File: config.mk
export PLATFORM = sky130hd
export DESIGN_NAME = rr_request_tracker
export DESIGN_NICKNAME = d
export VERILOG_FILES = /design/src/rtl/rr_request_tracker.sv
export SDC_FILE = /design/constraint.sdc
export NUM_CORES = 1
export LEC_CHECK = 0
export CORE_MARGIN = 5
export CORE_UTILIZATION = 45
export CTS_CLUSTER_DIAMETER = 30
export DETAILED_ROUTE_END_ITERATION = 8
export PLACE_DENSITY = 0.67
export SLEW_MARGIN = 20
export SYNTH_ARGS = -nofsm -noshare
export SYNTH_HDL_FRONTEND = slang
export SYNTH_SLANG_ARGS = --single-unit
File: constraint.sdc
create_clock -name clock -period 3.2 [get_ports clock]
set_clock_uncertainty 0.15 [all_clocks]
set_input_delay 0.48 -clock clock [delete_from_list [all_inputs] [get_ports clock]]
set_output_delay 0.48 -clock clock [all_outputs]
set_load 0.02 [all_outputs]
File: src/rtl/rr_request_tracker.sv
// Per-client outstanding-transaction tracker feeding rr_arbiter.
// Holds request high until granted and flags clients that wait too long for a grant.
module rr_request_tracker #(
  parameter int unsigned CLIENTS = 32,
  parameter int unsigned DEPTH   = 4,
  parameter int unsigned TIMEOUT = 31
) (
  input  logic               clock,
  input  logic               reset,
  input  logic [CLIENTS-1:0] push,
  output logic [CLIENTS-1:0] push_ready,
  output logic [CLIENTS-1:0] request,
  input  logic [CLIENTS-1:0] grant,
  output logic [CLIENTS-1:0] starved,
  output logic               starved_any,
  output logic               grant_err
);

  localparam int unsigned CW = $clog2(DEPTH + 1);
  localparam int unsigned WW = $clog2(TIMEOUT + 1);
  localparam logic [CW-1:0] DEPTH_C   = CW'(DEPTH);
  localparam logic [WW-1:0] TIMEOUT_C = WW'(TIMEOUT);

  logic [CW-1:0] cnt_q [CLIENTS];
  logic [CW-1:0] cnt_d [CLIENTS];
  logic [WW-1:0] age_q [CLIENTS];
  logic [WW-1:0] age_d [CLIENTS];
  logic          starved_any_q, starved_any_d;
  logic          grant_err_q, grant_err_d;
  logic [CLIENTS-1:0] acc, gnt;

  always_comb begin
    request    = '0;
    push_ready = '0;
    starved    = '0;
    for (int unsigned i = 0; i < CLIENTS; i++) begin
      request[i]    = (cnt_q[i] != '0);
      push_ready[i] = (cnt_q[i] < DEPTH_C);
      starved[i]    = (age_q[i] == TIMEOUT_C);
    end
  end

  assign acc         = push & push_ready;
  assign gnt         = grant & request;
  assign starved_any = starved_any_q;
  assign grant_err   = grant_err_q;

  // Push and grant together cancel out; a push while full is dropped even if a grant frees a slot.
  always_comb begin
    for (int unsigned i = 0; i < CLIENTS; i++) begin
      cnt_d[i] = cnt_q[i];
      if (acc[i] && !gnt[i]) begin
        cnt_d[i] = cnt_q[i] + CW'(1);
      end else if (gnt[i] && !acc[i]) begin
        cnt_d[i] = cnt_q[i] - CW'(1);
      end

      age_d[i] = age_q[i];
      if (gnt[i] || !request[i]) begin
        age_d[i] = '0;
      end else if (age_q[i] != TIMEOUT_C) begin
        age_d[i] = age_q[i] + WW'(1);
      end
    end
    starved_any_d = starved_any_q | (|starved);
    grant_err_d   = grant_err_q | (|(grant & ~request));
  end

  always_ff @(posedge clock) begin
    if (reset) begin
      for (int unsigned i = 0; i < CLIENTS; i++) begin
        cnt_q[i] <= '0;
        age_q[i] <= '0;
      end
      starved_any_q <= 1'b0;
      grant_err_q   <= 1'b0;
    end else begin
      cnt_q         <= cnt_d;
      age_q         <= age_d;
      starved_any_q <= starved_any_d;
      grant_err_q   <= grant_err_d;
    end
  end

endmodule
==> impl_metrics.tcl, run 1 <==
set metrics [dict create \
    antenna_found_initial 0 \
    yosys.area_share.simple 0.2061 \
    muxShareOfSynthArea 0.07368 \
    grt_max_degree 56 \
    numClockSinks 258 \
    synth_compound_area_frac 0.03742 \
    holdPathStages 2 \
    vias 9787 \
    coreArea_mm2 0.02863 \
    cts_tree "done" \
    drc 0 \
    antenna_left 0 \
    grt_pass1_vias 9756 \
    hold_class "primary input to flip-flop" \
    min-delay-start "reset" \
    final_util 0.5962 \
    htreeDepth 2 \
    power_density_mw_per_mm2 895.2 \
    cts_buffers 59 \
    nFillCells 2446 \
    hpwl_mm 20.49 \
    rr_endpoint "starved_any$_SDFF_PP0_" \
    hold_violations 0 \
    slew_viol_final 0 \
    die_y_um 180.2 \
    dpl.cell_count 1880 \
    fin_crit_ns 3.003 \
    hold_buffers 0 \
    syn_nets 1565 \
    gr-usage-all-layers 0.1698 \
    reg2reg_depth 7 \
    grt_first_pass_wirelength_mm 47.01 \
    instances_no_fill 1984 \
    die_w_um 180.2 \
    crit_path_end_kind "output pin" \
    cts.clk_slew.worst_paths_ns 0.04 \
    critPathMaxFanout 7 \
    min_period_over_period 0.9384 \
    dr.first_iter.drc_count 344 \
    synth_top_family_by_area "simple AND/OR/NAND/NOR gates" \
    rsz0062_at_grt "false" \
    relSlewSlack 0.2906 \
    syn_inst 1371 \
    cp.required_ns 2.57 \
    drtPass1Iterations 4 \
    crit_path_frequent_cell "ha_1" \
    slowest_stage "clkdlybuf4s50_1" \
    worst_pin_slew_ns 1.049 \
    critPathMaxStageDelay_ns 0.72 \
    syn_area_mm2 0.01304 \
    cp.arrival_ns 2.37 \
    synth_seq_area_share 0.3960 \
    clkLatencyLatePin_ns 0.54 \
    outcome "complete, no violations" \
    die_area_mm2 0.03248 \
    drt-wirelength-per-cell_um 14.00 \
    initial_utilization 0.4556 \
    drt-total-wl_mm 27.77 \
    insertedDiodeCount 0 \
    ys_ff_latch 258 \
    drive_above_1_share 0.07313 \
    vias_per_cell 4.933 \
    cts_root_buf "clkbuf_16" \
    post-cts-setup-buffer-count 0 \
    ys_types 38 \
    num_rows 62 \
    io_buffers 163 \
    worstSetupPathType "flip-flop to output pin" \
    r2r_slack_ns 0.67 \
    clock.fmax_mhz 333.0 \
    ir_drop_v 0.0004844 \
    cp-start-kind "flip-flop" \
    clk_path_buf_depth 3 \
    area_growth_pct 30.85 \
    synthAdderAreaFrac 0.1412 \
    r2r-start "age_q[15]$_SDFFE_PP0N_" \
    drv_cap 0 \
    nNetsFinal 1751 \
    worstPathCellList "ha_1, and3_1, ha_1, clkdlybuf4s50_1" \
    synth_xor_area_frac 0.1075 \
    hold_end "cnt_q[76]$_SDFFE_PP0P_" \
    p_leak_nw 7.412 \
    cts_resized 0 \
    grt_overflow 0 \
    boundaryPins 164 \
    place.gp.congestion 0.7601 \
    syn_avg_cell_area_um2 9.512 \
    yosysWarnings 0 \
    tns_ns 0 \
    setup_viol 0 \
]
[worst max-delay path by stage]
stage / startpoint / endpoint / slack (ns) / cells after the start
after detailed placement: age_q[15]$_SDFFE_PP0N_ / starved_any$_SDFF_PP0_ / 0.54 / 7
after global placement: grant[9] / grant_err$_SDFF_PP0_ / 0.49 / 5
final: age_q[135]$_SDFFE_PP0N_ / starved[4] / 0.20 / 4
after floorplan: cnt_q[45]$_SDFFE_PP0P_ / cnt_q[47]$_SDFFE_PP0P_ / 0.80 / 9
after global routing: age_q[135]$_SDFFE_PP0N_ / starved[4] / 0.05 / 4
after CTS: age_q[135]$_SDFFE_PP0N_ / starved[4] / 0.13 / 4
[area by class of cell]
| class | instances | area, um^2 | share of cell area |
|---|---|---|---|
| repair buffers | 171 | 1702 | 0.09971 |
| well taps | 384 | 480.5 | 0.02815 |
| clock buffers | 70 | 1558 | 0.09128 |
| multi-input cells | 985 | 7380 | 0.4324 |
| inverters | 82 | 307.8 | 0.01804 |
| flip-flops and latches | 258 | 5165 | 0.3027 |
| clock inverters | 34 | 473.0 | 0.02771 |
[cell families (layout without fill, tap and decap cells)]
kind of cell	count (synthesis)	after routing
fa+ha+maj	128	128
flops	258	258
mux	96	96
xor+xnor	160	160
simple gates	524	524
buf+inv	128	357
compound gates	77	77
[Yosys cell counts, drive strengths merged]
| master | n | area (um^2) |
|---|---|---|
| dfxtp | 258 | 5165 |
| nor2 | 239 | 897.1 |
| xor2 | 128 | 1121 |
| ha | 96 | 1201 |
| mux2i | 96 | 960.9 |
| inv | 82 | 307.8 |
| or3 | 64 | 402.9 |
| nor2b | 59 | 369.1 |
| nand2 | 48 | 180.2 |
| a21oi | 34 | 170.2 |
| clkbuf | 33 | 125.1 |
| and3 | 32 | 200.2 |
| fa | 32 | 640.6 |
| nand4b | 32 | 280.3 |
| o21ai | 32 | 160.2 |
| xnor2 | 32 | 280.3 |
| nor3 | 15 | 90.09 |
| nor4b | 15 | 131.4 |
| buf | 13 | 63.81 |
| nor4 | 8 | 56.30 |
| a2111oi | 5 | 107.6 |
| and2b | 5 | 38.79 |
| a22oi | 3 | 22.52 |
| nand3 | 3 | 15.01 |
| nand4 | 3 | 18.77 |
| a222oi | 1 | 10.01 |
| o22a | 1 | 8.760 |
| o31a | 1 | 8.760 |
| or4 | 1 | 7.510 |
[routing by layer]
layer  vias up  GRT usage  wire, um
met3        35    0.04360      1558
met2       179     0.2784     12780
met1      4595     0.2259     13030
met4         0    0.04144       406
li1       4978          -         -
met5         -          0         0
[flip-flops by register name (all words and copies together), names as in the netlist]
| signal | cells |
|---|---|
| age_q | 160 |
| cnt_q | 96 |
| grant_err | 1 |
| starved_any | 1 |
[critical path: cells and delay by family, from the launching register on]
family	cells	cell delay (ns)
fa+ha+maj	2	0.59
simple gates	1	0.16
buf+inv	1	0.72
flops	1	0.36
[where the power goes]
part | total [mW] | internal (mW) | leakage, nW | switching (mW)
combinational | 4.81 | 2.28 | 4.33 | 2.53
clock | 6.07 | 4.30 | 0.980 | 1.78
sequential | 4.39 | 3.78 | 2.10 | 0.617
[per-stage QoR]
step	hold WS, ns	power [mW]	setup WS (ns)	cell area [um^2]
6_report	0.2855	15.28	0.1972	17070
4_1_cts	0.2779	15.46	0.1348	17070
2_1_floorplan	0.3202	7.630	0.7965	13040
5_1_grt	0.2980	16.30	0.04726	17070
3_3_place_gp	0.3302	9.133	0.4862	15030
3_5_place_dp	0.3397	9.258	0.5367	15030
[cells in the final DEF (no fill, tap or decap), types with 34 or more instances in the layout]
cell,Yosys,final
xor2_1,128,128
dfxtp_1,258,258
ha_1,96,96
nand2_1,48,48
nor2b_1,59,59
nor2_1,239,239
clkdlybuf4s50_1,0,162
a21oi_1,34,34
or3_1,62,62
clkbuf_16,0,59
mux2i_1,96,96
inv_1,82,82
Power figures use the tool's default switching activity.
==> inputs of run 2 (changes only) <==
- SKIP_LAST_GASP: default -> 1
==> results of run 2 <==
The final DEF is identical to that of run 1; final timing and power are the same.
